$ cat config.mk
export PLATFORM = sky130hd
export DESIGN_NAME = mac_cluster_ctrl
export DESIGN_NICKNAME = d
export VERILOG_FILES = /design/src/rtl/mac_cluster_ctrl.sv
export SDC_FILE = /design/constraint.sdc
export NUM_CORES = 1
export LEC_CHECK = 0
export BUFFER_PORTS_ARGS = -buffer_cell sky130_fd_sc_hd__buf_2
export CORE_AREA = 2 2 263 265
export CTS_BUF_LIST = sky130_fd_sc_hd__clkbuf_2
export DETAILED_ROUTE_END_ITERATION = 10
export DIE_AREA = 0 0 265 267
export PLACE_DENSITY = 0.41
export SETUP_SLACK_MARGIN = 0.2
export SLEW_MARGIN = 20
export SYNTH_ARGS = -nofsm -noshare
export SYNTH_HDL_FRONTEND = slang
export SYNTH_SLANG_ARGS = --single-unit
$ cat constraint.sdc
create_clock -name clk -period 4.35 [get_ports clk]
set_clock_uncertainty 0.1 [all_clocks]
set_input_delay 0.2175 -clock clk [delete_from_list [all_inputs] [get_ports clk]]
set_output_delay 0.2175 -clock clk [all_outputs]
set_load 0.02 [all_outputs]
$ cat src/rtl/mac_cluster_ctrl.sv
// mac_cluster_ctrl: job sequencer for one MAC quad-cluster.
// Takes a job (config word plus beat count) and pulses cset to load the config.
// It then streams operand beats with en set only on real beats, and flushes the
// cluster pipeline with zero operands. Finally it returns the four accumulators
// as one result word.
// Optional feature: define MAC_CTRL_ABORT_EN to add an 'abort' input that
// returns the sequencer to IDLE from any state and drops any pending result.
module mac_cluster_ctrl #(
    parameter int MAC_CONF_WIDTH = 4,
    parameter int MAC_MIN_WIDTH  = 8,
    parameter int MAC_ACC_WIDTH  = 32,
    parameter int MAC_PIPE_DEPTH = 2,
    parameter int CNT_WIDTH      = 16
) (
    input  logic                                    clk,
    input  logic                                    rst,
`ifdef MAC_CTRL_ABORT_EN
    input  logic                                    abort,
`endif
    input  logic                                    job_valid,
    output logic                                    job_ready,
    input  logic [4*MAC_ACC_WIDTH+MAC_CONF_WIDTH-1:0] job_cfg,
    input  logic [CNT_WIDTH-1:0]                    job_len,
    input  logic                                    op_valid,
    output logic                                    op_ready,
    input  logic [8*MAC_MIN_WIDTH-1:0]              op_data,
    output logic                                    mac_cset,
    output logic [4*MAC_ACC_WIDTH+MAC_CONF_WIDTH-1:0] mac_cfg,
    output logic                                    mac_en,
    output logic [8*MAC_MIN_WIDTH-1:0]              mac_ops,
    input  logic [4*MAC_ACC_WIDTH-1:0]              mac_out,
    output logic                                    res_valid,
    input  logic                                    res_ready,
    output logic [4*MAC_ACC_WIDTH-1:0]              res_data,
    output logic                                    busy
);

    localparam int CFG_W  = 4*MAC_ACC_WIDTH + MAC_CONF_WIDTH;
    localparam int OPS_W  = 8*MAC_MIN_WIDTH;
    localparam int OUT_W  = 4*MAC_ACC_WIDTH;
    // Drain counter must hold MAC_PIPE_DEPTH; +2 keeps the width >= 1 for depth 0.
    localparam int DCNT_W = $clog2(MAC_PIPE_DEPTH + 2);

    typedef enum logic [2:0] {
        IDLE  = 3'd0,
        CFG   = 3'd1,
        RUN   = 3'd2,
        DRAIN = 3'd3,
        DONE  = 3'd4
    } state_t;

    state_t              state_q, state_d;
    logic [CNT_WIDTH-1:0] cnt_q, cnt_d;
    logic [DCNT_W-1:0]   dcnt_q, dcnt_d;
    logic [CFG_W-1:0]    cfg_q, cfg_d;
    logic [OPS_W-1:0]    ops_q, ops_d;
    logic                en_q, en_d;
    logic                cset_q, cset_d;
    logic                resv_q, resv_d;
    logic [OUT_W-1:0]    resd_q, resd_d;

    // State and registered outputs.
    always_ff @(posedge clk or negedge rst) begin
        if (!rst) begin
            state_q <= IDLE;
            cnt_q   <= '0;
            dcnt_q  <= '0;
            cfg_q   <= '0;
            ops_q   <= '0;
            en_q    <= 1'b0;
            cset_q  <= 1'b0;
            resv_q  <= 1'b0;
            resd_q  <= '0;
        end else begin
            state_q <= state_d;
            cnt_q   <= cnt_d;
            dcnt_q  <= dcnt_d;
            cfg_q   <= cfg_d;
            ops_q   <= ops_d;
            en_q    <= en_d;
            cset_q  <= cset_d;
            resv_q  <= resv_d;
            resd_q  <= resd_d;
        end
    end

    // Next state and next values of every registered output.
    // DRAIN is entered holding MAC_PIPE_DEPTH in dcnt: when coming from RUN the
    // first DRAIN cycle still carries the final beat. Then MAC_PIPE_DEPTH
    // zero-operand en cycles follow, and the capture happens on the edge that
    // ends the last of them.
    always_comb begin
        state_d = state_q;
        cnt_d   = cnt_q;
        dcnt_d  = dcnt_q;
        cfg_d   = cfg_q;
        ops_d   = ops_q;
        en_d    = 1'b0;
        cset_d  = 1'b0;
        resv_d  = resv_q;
        resd_d  = resd_q;
        case (state_q)
            IDLE: begin
                if (job_valid) begin
                    cfg_d   = job_cfg;
                    cnt_d   = job_len;
                    cset_d  = 1'b1;
                    state_d = CFG;
                end
            end
            CFG: begin
                dcnt_d = DCNT_W'(MAC_PIPE_DEPTH);
                if (cnt_q != '0) begin
                    state_d = RUN;
                end else begin
                    // Configure-only: flush straight away with zero products.
                    en_d    = 1'b1;
                    ops_d   = '0;
                    state_d = DRAIN;
                end
            end
            RUN: begin
                if (op_valid) begin
                    ops_d = op_data;
                    en_d  = 1'b1;
                    cnt_d = cnt_q - 1'b1;
                    if (cnt_q == CNT_WIDTH'(1)) state_d = DRAIN;
                end
            end
            DRAIN: begin
                if (dcnt_q == '0) begin
                    resd_d  = mac_out;
                    resv_d  = 1'b1;
                    state_d = DONE;
                end else begin
                    dcnt_d = dcnt_q - 1'b1;
                    en_d   = 1'b1;
                    ops_d  = '0;
                end
            end
            DONE: begin
                if (res_ready) begin
                    resv_d  = 1'b0;
                    state_d = IDLE;
                end
            end
            default: state_d = IDLE;
        endcase
`ifdef MAC_CTRL_ABORT_EN
        // Abort wins over every transition; the job config stays latched.
        if (abort) begin
            state_d = IDLE;
            cfg_d   = cfg_q;
            cnt_d   = cnt_q;
            en_d    = 1'b0;
            cset_d  = 1'b0;
            resv_d  = 1'b0;
        end
`endif
    end

    // Handshake readies and busy decode the state; job_ready is held low in reset.
    assign job_ready = rst && (state_q == IDLE);
    assign op_ready  = (state_q == RUN);
    assign busy      = (state_q != IDLE);

    assign mac_cset  = cset_q;
    assign mac_cfg   = cfg_q;
    assign mac_en    = en_q;
    assign mac_ops   = ops_q;
    assign res_valid = resv_q;
    assign res_data  = resd_q;

endmodule
==> metrics.yaml, run 1 <==
cts:
  ctsResizeCount: 0
  ctsHtreeMaxLevel: 3
  cts.path.max_buffers: 3
  clock-sinks: 348
  cts_setup_buffers: 0
  cts_buffers: 99
  cts_root_buf: "clkbuf_2"
  ctsHoldBuffers: 511
synthesis:
  synth_top_cell_by_area: "dfrtp_1"
  synth-seq-area-share_pct: 65.3
  synth_most_common_cell: "dfrtp_1"
  yosys_warnings: 0
  ys_top_cells_by_count: "348 x dfrtp_1, 260 x mux2_2, 66 x a22o_1, 29 x clkbuf_1, 26 x buf_2"
  ys_ff_latch: 348
  synth_edf_count: 0
  synth_ff_type: "dfrtp_1"
  synthArstFlopShare_pct: 100
  synth_top_area_share_pct: 65.3
  ys_top_cells_by_area: "dfrtp_1 65%, mux2_2 22%, a22o_1 4.3%"
  syn-cell-area_um2: 13300
  netlist_instances: 873
  syn_nets: 1222
  synth.distinct_cells: 51
  avgSynthCellArea_um2: 15.3
placement:
  hpwl_um: 33100
  gp_congestion: 0.775
  numPortBuffers: 674
floorplanning:
  ios: 675
  die_x_um: 265
  num_rows: 96
  dieHeight_um: 267
  start_util_pct: 19.6
status:
  error: "[ERROR RSZ-0060] Max buffer count reached."
  lastStage: "clock tree synthesis"
  status: "did not finish"
[per-stage QoR]
step                area, um^2  util [%]  std cells  hold WS [ns]  setup WS (ns)
floorplan                13300         -        873        -0.178           2.27
detailed placement       17700      26.1       2382         0.211           1.43
global placement         17700      26.1       2382         0.200           1.45
[cells by family after synthesis]
| kind of cell | after synthesis | share of synthesized area [%] |
|---|---|---|
| flops | 348 | 65.3 |
| mux | 264 | 22.3 |
| simple gates | 71 | 2.95 |
| compound gates | 121 | 7.04 |
| buf+inv | 65 | 2.10 |
| fa+ha+maj | 4 | 0.375 |
==> run 2, diff against run 1 <==
==> config.mk (replaced) <==
export PLATFORM = sky130hd
export DESIGN_NAME = mac_cluster_ctrl
export DESIGN_NICKNAME = d
export VERILOG_FILES = /design/src/rtl/mac_cluster_ctrl.sv
export SDC_FILE = /design/constraint.sdc
export NUM_CORES = 1
export LEC_CHECK = 0
export BUFFER_PORTS_ARGS = -buffer_cell sky130_fd_sc_hd__buf_2
export CORE_AREA = 2 2 264 266
export DETAILED_ROUTE_END_ITERATION = 10
export DIE_AREA = 0 0 266 268
export PLACE_DENSITY_LB_ADDON = 0.15
export SLEW_MARGIN = 20
export SYNTH_ARGS = -nofsm -noshare
export SYNTH_HDL_FRONTEND = slang
export SYNTH_SLANG_ARGS = --single-unit
==> run 2 against run 1 <==
  * The run now ends clean
  * Synthesized cell count unchanged
  * Area after synthesis unchanged
==> metrics.yaml, run 2 <==
synthesis:
  synthArstFlopShare_pct: 100
  synth_ff_type: "dfrtp_1"
  ys_top_cells_by_count: "348 x dfrtp_1, 260 x mux2_2, 66 x a22o_1, 29 x clkbuf_1, 26 x buf_2"
  netlist_instances: 873
  syn-cell-area_um2: 13300
  yosys_warnings: 0
  synth.distinct_cells: 51
  synth_edf_count: 0
  synth_most_common_cell: "dfrtp_1"
  synth_top_cell_by_area: "dfrtp_1"
  syn_nets: 1222
  ys_top_cells_by_area: "dfrtp_1 65%, mux2_2 22%, a22o_1 4.3%"
  synth-seq-area-share_pct: 65.3
  ys_ff_latch: 348
  avgSynthCellArea_um2: 15.3
  synth_top_area_share_pct: 65.3
grt:
  grt_start_max_net_pins: 121
  grt_pass1_vias: 12100
  grt_pass1_wl_um: 69200
  grt_use_total_pct: 12.4
  antenna_found_initial: 5
  overflow: 0
placement:
  gp_congestion: 0.765
  hpwl_um: 32800
  numPortBuffers: 674
  dpl_cell_area_um2: 17700
  place_ws_ns: 1.58
sta:
  slew_violations: 0
  setup_ws_ns: 1.22
  worst_pin_slew_ns: 0.845
  fmax_ghz: 0.319
  relSlewSlack_pct: 43.7
  hold_viol: 0
  setup_viol: 0
  fin_crit_ns: 3.13
  fin_crit_sh_pct: 72.0
  setup_tns_ns: 0
  grt_setup_unrepaired: "no"
setup_path:
  crit_buf_inv: 2
  rrSetupSlack_ns: 1.56
  critical_path_class: "reg -> out"
  path_cells: "or3b_2 > clkinv_1 > buf_2"
  critPathCaptureType: "output port"
  startpoint: "state_q[0]"
  max_stage_delay_ns: 0.69
  cp-start-kind: "flop"
  crit_required_ns: 4.03
  r2r_end: "cnt_q[8]"
  arrival_ns: 2.81
  r2r_cells: 5
  crit_cells: 3
  slowest_stage: "clkinv_1"
  worst_path_dominant_cell_family: "buffers and inverters"
  endpoint: "op_ready"
  r2r-start: "state_q[0]"
  crit_fanout: 26
power_and_ir_drop:
  pwr-share-seq_pct: 34.7
  p_sw_uw: 6520
  switching_share_pct: 39.2
  power_per_cell_area_nw_per_um2: 735
  vdd_drop_max_v: 0.000477
  internal_power_uw: 10100
  pwr-share-clk_pct: 21.6
  leakagePower_uw: 0.0107
  p_comb_share_pct: 43.6
cts:
  clk_pin_slew_ns: 0.06
  cts_root_buf: "clkbuf_16"
  cts_tree: "done"
  ctsHtreeMaxLevel: 2
  insertion_delay_ns: 0.55
  cts_setup_buffers: 0
  cts.path.max_buffers: 3
  cts_buffers: 43
  clock-sinks: 348
floorplanning:
  placeableCoreArea_um2: 68200
  die_area_um2: 71300
  die_x_um: 266
  num_rows: 96
  ios: 675
  dieHeight_um: 268
  start_util_pct: 19.5
status:
  status: "completed"
final_layout:
  largest_reg_flops: 132
  drive_gt1_share_pct: 53.2
  fill_cells: 6848
  postLayoutCellArea_um2: 22600
  final_cell_mix: "673 x buf_2, 348 x dfrtp_1, 344 x dlygate4sd3_1"
  final_common_cell: "buf_2"
  layout.nets: 2240
  finish.utilization_pct: 33.1
  syn_to_final_growth_pct: 69.5
flow_run:
  drv_cap: 0
drt:
  final_antenna_net_count: 0
  vias_per_cell: 3.98
  wl_um: 46300
  routedWlPerCell_um: 16.5
  drt-initial-drc-count: 433
  via_count: 11200
  dr.pass1.iters: 4
  route.detailed.drc: 0
hold_path:
  whs_path_depth: 4
  hp-class: "in -> reg"
==> run 2: per-stage QoR <==
step | total power, uW | hold slack, ns | cells
floorplan | 10200 | -0.178 | 873
global placement | 12800 | 0.125 | 2384
detailed placement | 12900 | 0.127 | 2384
CTS | 16900 | 0.0127 | 2806
global route | 17600 | 0.0707 | 2806
finish | 16600 | 0.0611 | 2807
==> run 2: final cells by class <==
type                       count  area (um^2)  share of cell area (%)
antenna                        1         2.50                  0.0111
clock buffer                  66         1310                    5.77
clock inverter                12          110                   0.487
inverter                       9         33.8                   0.149
multi-input combinational    460         4380                    19.4
sequential                   348         8710                    38.5
tap                          882         1100                    4.88
timing repair buffer        1029         6970                    30.8
==> run 2: cells by family (layout without fill, tap and decap cells) <==
group / Yosys count / in the layout / synth area share, %
and+or+nand+nor: 71 / 71 / 2.95
AOI/OAI and AO/OA: 121 / 121 / 7.04
DFF: 348 / 348 / 65.3
adders and majority gates: 4 / 4 / 0.375
buffers and inverters: 65 / 1116 / 2.10
other: 0 / 1 / 0
muxes: 264 / 264 / 22.3
==> run 2: worst min-delay path by stage <==
stage	startpoint	to
floorplan	rst	cnt_q[0]
global placement	rst	res_data[9]
detailed placement	rst	res_data[9]
CTS	op_valid	mac_en
global route	op_valid	mac_en
finish	op_valid	mac_en
==> run 2: per-layer routing <==
layer / vias to the layer above / track usage (%) / wire length, um
met5: - / 0 / 28
met4: 4 / 4.39 / 1400
met3: 81 / 3.64 / 3210
met2: 398 / 22.4 / 24000
met1: 5463 / 13.8 / 17600
li1: 5216 / - / -
==> run 2: timing repair <==
action	CTS	global route
endpoints found under the hold margin	403	0
hold buffers	344	0
resized for setup	0	0
==> run 2: worst min-delay path: cells and delay by family <==
family	cells	cell delay (ns)
AO/OA/AOI/OAI	2	0.28
buffers and inverters	2	0.17
==> run 2: power groups by stage <==
stage | Clock (uW) | Combinational (uW) | Sequential (uW)
after floorplan | 0 | 2490 | 7690
after global placement | 0 | 7040 | 5790
after detailed placement | 0 | 7110 | 5790
after CTS | 3750 | 7370 | 5770
after global routing | 3880 | 7740 | 5990
final | 3590 | 7250 | 5770
No activity file was read; power rests on OpenSTA's default activity.
